===== config.mk =====
export PLATFORM = sky130hd
export DESIGN_NAME = pdm_decoder
export DESIGN_NICKNAME = d
export VERILOG_FILES = /design/src/rtl/pdm_pkg.sv /design/src/rtl/cic_comb_stage.sv /design/src/rtl/pdm_decoder.sv
export SDC_FILE = /design/constraint.sdc
export NUM_CORES = 1
export LEC_CHECK = 0
export ABC_AREA = 1
export ABC_CLOCK_PERIOD_IN_PS = 1900
export BUFFER_PORTS_ARGS = -buffer_cell sky130_fd_sc_hd__buf_4
export CAP_MARGIN = 20
export CORE_MARGIN = 2
export CORE_UTILIZATION = 45
export CTS_CLUSTER_DIAMETER = 120
export DETAILED_ROUTE_END_ITERATION = 16
export GPL_TIMING_DRIVEN = 0
export RECOVER_POWER = 25
export SYNTH_ARGS = -nofsm -noshare
export SYNTH_HDL_FRONTEND = slang
export SYNTH_SLANG_ARGS = --single-unit

===== constraint.sdc =====
create_clock -name clk -period 1.9 [get_ports clk]
set_input_delay 0.38 -clock clk [delete_from_list [all_inputs] [get_ports clk]]
set_output_delay 0.38 -clock clk [all_outputs]
set_load 0.05 [all_outputs]

===== src/rtl/pdm_pkg.sv =====
// Shared constants and width helpers for the PDM-to-PCM CIC decimator.
package pdm_pkg;

  localparam int CIC_ORDER      = 3;
  localparam int DEF_DECIM_LOG2 = 9;
  localparam int DEF_OUT_W      = 16;

  // Warm-up tracker: the first three decimated results carry the CIC transient.
  typedef enum logic [1:0] {
    WARM_0    = 2'd0,
    WARM_1    = 2'd1,
    WARM_2    = 2'd2,
    WARM_DONE = 2'd3
  } warm_state_e;

  function automatic int acc_width(input int decim_log2);
    return CIC_ORDER * decim_log2 + 1;
  endfunction

endpackage


===== src/rtl/cic_comb_stage.sv =====
// One registered CIC differentiator: on enable, y = x - x_prev and the delay takes x.
module cic_comb_stage #(
  parameter int ACC_W = 28
) (
  input  logic             clk_i,
  input  logic             rst_i,
  input  logic             en_i,
  input  logic [ACC_W-1:0] x_i,
  output logic [ACC_W-1:0] y_o
);

  logic [ACC_W-1:0] dly_q;
  logic [ACC_W-1:0] dly_d;
  logic [ACC_W-1:0] y_q;
  logic [ACC_W-1:0] y_d;

  always_comb begin
    y_d   = y_q;
    dly_d = dly_q;
    if (en_i) begin
      y_d   = x_i - dly_q;
      dly_d = x_i;
    end
  end

  always_ff @(posedge clk_i) begin
    if (rst_i) begin
      dly_q <= '0;
      y_q   <= '0;
    end else begin
      dly_q <= dly_d;
      y_q   <= y_d;
    end
  end

  assign y_o = y_q;

endmodule


===== src/rtl/pdm_decoder.sv =====
// 3rd-order CIC decimator turning a 1-bit PDM stream into unsigned PCM samples.
// Optional output clamp on full-scale input is enabled by defining PDM_DECODER_SAT_EN.
module pdm_decoder
  import pdm_pkg::*;
#(
  parameter int DECIM_LOG2 = DEF_DECIM_LOG2,
  parameter int OUT_W      = DEF_OUT_W
) (
  input  logic             clk,
  input  logic             rst,
  input  logic             din,
  output logic [OUT_W-1:0] sample,
  output logic             sample_valid
);

  localparam int ACC_W = acc_width(DECIM_LOG2);
  localparam logic [DECIM_LOG2-1:0] CNT_ONE = DECIM_LOG2'(1);

  logic [ACC_W-1:0]      i1_q, i2_q, i3_q;
  logic [ACC_W-1:0]      i1_d, i2_d, i3_d;
  logic [DECIM_LOG2-1:0] cnt_q, cnt_d;
  logic [2:0]            en_q, en_d;
  logic                  strobe;
  logic [ACC_W-1:0]      c1, c2, c3;
  warm_state_e           warm_q;
  logic [OUT_W-1:0]      sample_q;
  logic                  sample_valid_q;
  logic                  unused_c3;

  // Full scale R^3 sits at bit ACC_W-1; the sample is the OUT_W bits just below it.
  function automatic logic [OUT_W-1:0] map_sample(input logic [ACC_W-1:0] c);
`ifdef PDM_DECODER_SAT_EN
    return c[ACC_W-1] ? {OUT_W{1'b1}} : c[ACC_W-2 -: OUT_W];
`else
    return c[ACC_W-2 -: OUT_W];
`endif
  endfunction

  // Integrators run modulo 2^ACC_W; wrap-around cancels in the comb section.
  assign i1_d   = i1_q + {{(ACC_W-1){1'b0}}, din};
  assign i2_d   = i2_q + i1_q;
  assign i3_d   = i3_q + i2_q;
  assign strobe = &cnt_q;
  assign cnt_d  = cnt_q + CNT_ONE;
  assign en_d   = {en_q[1:0], strobe};

  always_ff @(posedge clk) begin
    if (rst) begin
      i1_q  <= '0;
      i2_q  <= '0;
      i3_q  <= '0;
      cnt_q <= '0;
      en_q  <= '0;
    end else begin
      i1_q  <= i1_d;
      i2_q  <= i2_d;
      i3_q  <= i3_d;
      cnt_q <= cnt_d;
      en_q  <= en_d;
    end
  end

  cic_comb_stage #(.ACC_W(ACC_W)) u_comb1 (
    .clk_i (clk),
    .rst_i (rst),
    .en_i  (strobe),
    .x_i   (i3_q),
    .y_o   (c1)
  );

  cic_comb_stage #(.ACC_W(ACC_W)) u_comb2 (
    .clk_i (clk),
    .rst_i (rst),
    .en_i  (en_q[0]),
    .x_i   (c1),
    .y_o   (c2)
  );

  cic_comb_stage #(.ACC_W(ACC_W)) u_comb3 (
    .clk_i (clk),
    .rst_i (rst),
    .en_i  (en_q[1]),
    .x_i   (c2),
    .y_o   (c3)
  );

  // Output stage: results are swallowed until the warm-up tracker reaches WARM_DONE.
  always_ff @(posedge clk) begin
    if (rst) begin
      warm_q         <= WARM_0;
      sample_q       <= '0;
      sample_valid_q <= 1'b0;
    end else begin
      sample_valid_q <= 1'b0;
      if (en_q[2]) begin
        case (warm_q)
          WARM_0:  warm_q <= WARM_1;
          WARM_1:  warm_q <= WARM_2;
          WARM_2:  warm_q <= WARM_DONE;
          default: begin
            sample_q       <= map_sample(c3);
            sample_valid_q <= 1'b1;
          end
        endcase
      end
    end
  end

  assign unused_c3    = ^c3;
  assign sample       = sample_q;
  assign sample_valid = sample_valid_q;

endmodule


==> results of run 1 <==
## logic make-up (layout without fill, tap and decap cells)
group	Yosys count	after routing	synth area share (%)
AND/OR/NAND/NOR	1248	1248	29.2
AO/OA/AOI/OAI	595	595	17.4
buffers and inverters	594	714	12.5
flip-flops	263	263	29.4
adder cells (fa/ha/maj)	139	139	9.89
XOR/XNOR	32	32	1.57
## worst min-delay path by stage
| stage | depth (start not counted) | slack [ps] | to |
|---|---|---|---|
| 2_1_floorplan | 1 | 420 | cnt_q[0] |
| 3_3_place_gp | 1 | 430 | cnt_q[0] |
| 3_5_place_dp | 1 | 450 | cnt_q[0] |
| 4_1_cts | 4 | 210 | i1_q[0] |
| 5_1_grt | 4 | 280 | i1_q[0] |
| 6_report | 4 | 260 | i1_q[0] |
## critical path, cell delays in order (launching register included)
cell and delay (ps):
dfxtp_4 380, ha_4 140, inv_2 50, fa_2 370, o21ai_4 220, nand2_1 90, nand2_2 130, buf_12 110
nand2_1 40, nand2_1 90, o21ai_0 100, a21oi_1 190
## per-stage QoR
| stage | std cells | hold slack, ps | TNS, ps | area, µm² |
|---|---|---|---|---|
| 2_1_floorplan | 2871 | 418 | 0 | 17900 |
| 3_3_place_gp | 3415 | 430 | -31080 | 18700 |
| 3_5_place_dp | 3415 | 452 | -33160 | 18700 |
| 4_1_cts | 3496 | 213 | -723 | 20600 |
| 5_1_grt | 3516 | 283 | -6310 | 22600 |
| 6_report | 3516 | 259 | -272 | 22600 |
## registers in the layout, indices dropped and copies added (netlist names), 9 cells and up
name,flops
u_comb3.y_o,16
u_comb2.dly_q,27
i3_q,27
i1_q,27
u_comb3.dly_q,27
sample,16
cnt_q,9
u_comb1.dly_q,27
u_comb1.y_o,27
i2_q,27
u_comb2.y_o,27
## layer usage
| metal | up-vias | GRT usage, % |
|---|---|---|
| met1 | 8452 | 36.4 |
| met2 | 379 | 47.1 |
| met5 | - | 0 |
| met4 | 0 | 10.2 |
| li1 | 9322 | - |
| met3 | 116 | 3.71 |
## synth_stat cells, types with 5 or more instances
cell type / number
a21boi_0: 5
a21o_1: 9
a21oi_1: 327
a31oi_1: 6
and2_1: 5
buf_1: 7
buf_2: 9
clkbuf_1: 46
dfxtp_1: 263
ha_1: 135
inv_1: 526
inv_2: 5
nand2_1: 702
nand2_2: 16
nand3_1: 135
nand3b_1: 5
nand4_1: 29
nor2_1: 277
nor2_2: 13
nor3_1: 34
nor4_1: 5
o21ai_0: 212
o21ai_1: 5
o21bai_1: 21
xor2_1: 28
## power breakdown
group / leakage (µW) / internal [µW] / switching (µW)
Clock: 0.000524 / 3830 / 2570
Sequential: 0.00215 / 5550 / 50.1
Combinational: 0.00760 / 267 / 554
Total: 0.0103 / 9640 / 3170
## timing repair
item	4_1_cts	5_1_grt
pin swaps	24	74
cloned	3	1
setup endpoints to repair	105	123
buffers inserted	19	20
gates resized for setup	193	438
hold buffers	0	0
## cell type report
type | count | area [µm²] | share of cell area, %
buffer | 61 | 354 | 1.57
inverter | 532 | 2010 | 8.91
clock buffer | 50 | 1010 | 4.48
clock inverter | 9 | 86.3 | 0.382
tap | 525 | 657 | 2.90
timing repair buffer | 62 | 508 | 2.25
multi-input combinational | 2014 | 12600 | 55.9
sequential | 263 | 5350 | 23.7
==> flow_summary.json, run 1 <==
{
  "hold_path_startpoint": "din",
  "antenna_cells": 0,
  "wl_per_cell_um": 17.0,
  "crit_fanout": 4,
  "ys_ff_latch": 263,
  "dieArea_um2": 41400,
  "grt_pass1_vias": 17100,
  "fin_ws_ps": -75.3,
  "ant_nets": 0,
  "tightestPinTransition_ps": 1120,
  "start_util_pct": 45.3,
  "first_pass_iters": 5,
  "ys_seq_area_share_pct": 29.4,
  "r2r_end": "i3_q[14]",
  "outcome": "finished with violations",
  "synth-edff-count": 0,
  "hpwlAfterDp_mm": 45.5,
  "cts_tree": "yes",
  "reg2regPathDepth": 11,
  "synth_ff_type": "dfxtp_1",
  "cp-start-kind": "flip-flop",
  "synthArstFlopShare_pct": 0,
  "relSlewSlack_pct": 25.2,
  "core-area_um2": 39500,
  "grt_pass1_wl_mm": 90.4,
  "clock_path_buffers": 3,
  "layout.nets": 3110,
  "wirelength_met1_mm": 27.6,
  "drv_slew": 0,
  "route.vias.total": 18300,
  "r2r_slack_ps": -80,
  "gr-usage-all-layers_pct": 27.9,
  "mostFrequentLayoutCells": "637 x nand2_1, 513 x inv_1, 250 x a21oi_1, 223 x nor2_1, 212 x dfxtp_1",
  "wl_met3_mm": 2.30,
  "required_ps": 2360,
  "grt_antenna_before_repair": 1,
  "cts_root_buffer": "clkbuf_16",
  "cap_violations": 0,
  "rsz0062_at_grt": "yes",
  "vias_per_cell": 5.20,
  "wirelength_mm": 59.9,
  "end_kind": "flip-flop",
  "max_freq_mhz": 506,
  "placementRows": 73,
  "overflow": 0,
  "drive_gt1_share_pct": 20.5,
  "yosysUniqueCellTypes": 42,
  "drc_errors": 0,
  "clk_pin_slew_worst_paths_ps": 50,
  "synthTopCellsByArea": "dfxtp_1 29%, nand2_1 15%, inv_1 11%",
  "crit_path_start": "i3_q[0]",
  "maxUsedRoutingLayer": "met4",
  "post-route-min-period_ps": 1980,
  "crit_end": "i3_q[14]",
  "io_pins": 20,
  "cts_buffers": 34,
  "power_density_nw_per_um2": 567,
  "synthCells": 2871,
  "die_w_um": 203,
  "vdd_drop_max_mv": 0.663,
  "cts_sinks": 263,
  "period_share_pct": 104,
  "yosysWarnings": 0,
  "pre_cts_ws_ps": -624,
  "power.total_uw": 12800,
  "hold_path.class": "in2reg",
  "r2r-start": "i3_q[0]",
  "clock_skew_ps": 35.8,
  "crit_type": "reg2reg",
  "die_h_um": 203,
  "synth_top_cell_area_share_pct": 29.4,
  "synth_area_per_cell_um2": 6.23,
  "utilization_pct": 57.3,
  "port_buffers": 19,
  "violations": "negative setup slack",
  "yosys.area.top_type": "dfxtp_1",
  "power.static_leakage_uw": 0.0103,
  "dr_wl_met2_mm": 27.9,
  "n_fill_cell": 3913,
  "layout_commonest_cell": "nand2_1",
  "clk_latency_ps": 550,
  "gp_congestion": 0.989,
  "setup_viol": 13,
  "synth_area_um2": 17900,
  "crit_arrival_ps": 2430,
  "drt_iter0_markers": 1105,
  "h-tree-depth": 2,
  "grt_start_max_net_pins": 13,
  "syn_to_final_growth_pct": 26.4,
  "hold_violations": 0,
  "synth_nets": 3013
}
Note: power is estimated with default switching activity, not from simulation.
==> inputs of run 2 (changes only) <==
--- a/config.mk
+++ b/config.mk
@@ -9,6 +9,7 @@
 export ABC_CLOCK_PERIOD_IN_PS = 1900
 export BUFFER_PORTS_ARGS = -buffer_cell sky130_fd_sc_hd__buf_4
 export CAP_MARGIN = 20
+export CORE_ASPECT_RATIO = 0.8
 export CORE_MARGIN = 2
 export CORE_UTILIZATION = 45
 export CTS_CLUSTER_DIAMETER = 120
==> run 2 against run 1 <==
The flow still finishes with violations (negative setup slack). Sequential cell count unchanged. Utilization is 1.9 points higher. Highest routed layer is now met5. Via count up 1.1%. Global-route usage increased by 0.13 points. Cell count rose by 0.68%. Sequential power barely moved. Total power down 2.8%. Critical path depth up 1. Combinational power down 6.0%. Non-clock buffer count grew 19. Sequential share of layout area decreased by 0.57 points.
==> flow_summary.json, run 2 (synthesis results as in run 1) <==
{
  "grt_antenna_before_repair": 1,
  "period_share_pct": 106,
  "die_w_um": 227,
  "drv_slew": 0,
  "layout.nets": 3124,
  "power_density_nw_per_um2": 535,
  "internal-power_uw": 9420,
  "cts_tree": "yes",
  "power.static_leakage_uw": 0.0105,
  "die_h_um": 182,
  "clk_pin_slew_worst_paths_ps": 60,
  "io_pins": 20,
  "gr-usage-all-layers_pct": 28.0,
  "grt_start_max_net_pins": 15,
  "combPwrFrac_pct": 6.2,
  "r2r_slack_ps": -110,
  "ant_nets": 0,
  "crit_path_start": "cnt_q[1]",
  "power.total_uw": 12500,
  "grt_pass1_wl_mm": 90.9,
  "drc_errors": 0,
  "holdPathStages": 4,
  "fin_ws_ps": -113,
  "crit_end": "u_comb1.y_o[16]",
  "clockPowerShare_pct": 48.9,
  "hold_path.class": "in2reg",
  "r2r_end": "u_comb1.y_o[16]",
  "crit_type": "reg2reg",
  "clock_skew_ps": 25.5,
  "critPathBufInv": 5,
  "syn_to_final_growth_pct": 30.0,
  "wirelength_mm": 60.7,
  "first_pass_iters": 7,
  "p_sw_uw": 3030,
  "dieArea_um2": 41400,
  "gp_congestion": 0.966,
  "sw_frac_of_total_pct": 24.3,
  "reg2regPathDepth": 12,
  "vias_per_cell": 5.22,
  "path_delay_family": "buffers and inverters",
  "grt_pass1_vias": 17100,
  "cts_sinks": 263,
  "r2r-start": "cnt_q[1]",
  "violations": "negative setup slack",
  "port_buffers": 19,
  "seq_area_um2": 5370,
  "antenna_cells": 0,
  "tightestPinTransition_ps": 1320,
  "cts_buffers": 29,
  "clk_latency_ps": 580,
  "cp.depth": 12,
  "setup_viol": 52,
  "h-tree-depth": 1,
  "multi_input_area_um2": 12900,
  "placementRows": 65,
  "relSlewSlack_pct": 12.0,
  "max_freq_mhz": 497,
  "route.vias.total": 18500,
  "path_cells": "ha_4 -> nand2_4 -> nor3b_4 -> nand2_2 -> nor2_4 -> ha_4 -> clkbuf_16 -> inv_12 -> buf_16 -> clkbuf_16 -> o21ai_4 -> inv_2",
  "drt_iter0_markers": 1235,
  "cap_violations": 0,
  "ctsHoldBuffers": 0,
  "hold_violations": 0,
  "slowest_stage": "dfxtp_2",
  "maxUsedRoutingLayer": "met5",
  "utilization_pct": 59.2,
  "rsz0062_at_grt": "yes",
  "n_fill_cell": 3798,
  "wl_met3_mm": 3.09,
  "hpwlAfterDp_mm": 45.9,
  "wl_per_cell_um": 17.1,
  "dr_wl_met2_mm": 26.2,
  "start_util_pct": 45.5,
  "clock_path_buffers": 3,
  "mostFrequentLayoutCells": "614 x nand2_1, 509 x inv_1, 245 x a21oi_1, 227 x nor2_1, 190 x dfxtp_1",
  "wirelength_met1_mm": 30.2,
  "core-area_um2": 39300,
  "drive_gt1_share_pct": 23.7,
  "outcome": "finished with violations",
  "end_kind": "flip-flop",
  "required_ps": 2360,
  "layout_commonest_cell": "nand2_1",
  "cts_root_buffer": "clkbuf_16",
  "overflow": 0,
  "vdd_drop_max_mv": 0.620,
  "post-route-min-period_ps": 2010,
  "crit_fanout": 7,
  "pwr-share-seq_pct": 44.9,
  "crit_arrival_ps": 2480,
  "critPathMaxStageDelay_ps": 350,
  "cp-start-kind": "flip-flop"
}
run 2: cell count changes in the layout (fill, tap and decap cells not counted), moves of 8 or more:
cell / previous run / this run
o21ai_2: 12 / 25
dfxtp_2: 43 / 68
dfxtp_1: 212 / 190
nand2_4: 10 / 20
nand3_1: 104 / 96
clkbuf_1: 56 / 43
o21ai_0: 169 / 158
nand2_1: 637 / 614
nand2_2: 70 / 84
o21ai_1: 37 / 29
buf_4: 49 / 61
run 2: layout make-up:
cell class | count | area share, %
Clock buffer | 39 | 3.58
Clock inverter | 14 | 0.818
Multi-Input combinational cell | 2014 | 55.6
Sequential cell | 263 | 23.1
Tap cell | 536 | 2.88
Timing Repair Buffer | 81 | 3.43
Inverter | 532 | 8.69
Buffer | 61 | 1.87
run 2: worst min-delay path by stage:
stage                         from       end  slack [ps]
final                          din   i1_q[0]         200
after global routing           din   i1_q[0]         210
after CTS                      din   i1_q[0]         160
after detailed placement  cnt_q[0]  cnt_q[0]         440
after global placement    cnt_q[0]  cnt_q[0]         430
after floorplan           cnt_q[0]  cnt_q[0]         420
run 2: timing repair:
action / in CTS / in global routing
pin swaps: 45 / 109
resized for setup: 291 / 480
setup endpoints to repair: 101 / 127
gates cloned: 4 / 3
buffers inserted: 24 / 33
hold endpoints to repair: 0 / 0
run 2: power groups by stage:
stage                     registers, µW  clock network, µW  logic (µW)
after floorplan                    5680                  0         431
after global placement             5700                  0         602
after detailed placement           5700                  0         612
after CTS                          5590               6170         676
after global routing               5590               6400         845
final                              5590               6090         772
run 2: per-stage QoR:
step / setup TNS (ps) / setup slack, ps / hold WS (ps) / instance area [µm²] / std cells
3_5_place_dp: -38310 / -689 / 440 / 18700 / 3426
6_report: -2660 / -113 / 201 / 23300 / 3540
5_1_grt: -7560 / -165 / 213 / 23300 / 3540
3_3_place_gp: -33530 / -593 / 432 / 18700 / 3426
2_1_floorplan: 0 / 14.4 / 418 / 17900 / 2871
4_1_cts: -4760 / -195 / 158 / 21000 / 3507
run 2: tightest hold or removal path: stages:
cell and delay (ps):
buf_4 80, ha_2 140, inv_1 30, nor2_1 90
run 2: routing by layer:
layer | GRT usage (%) | up-vias
li1 | - | 9382
met3 | 4.19 | 68
met2 | 43.5 | 415
met1 | 41.3 | 8594
met5 | 0.717 | -
met4 | 4.76 | 4
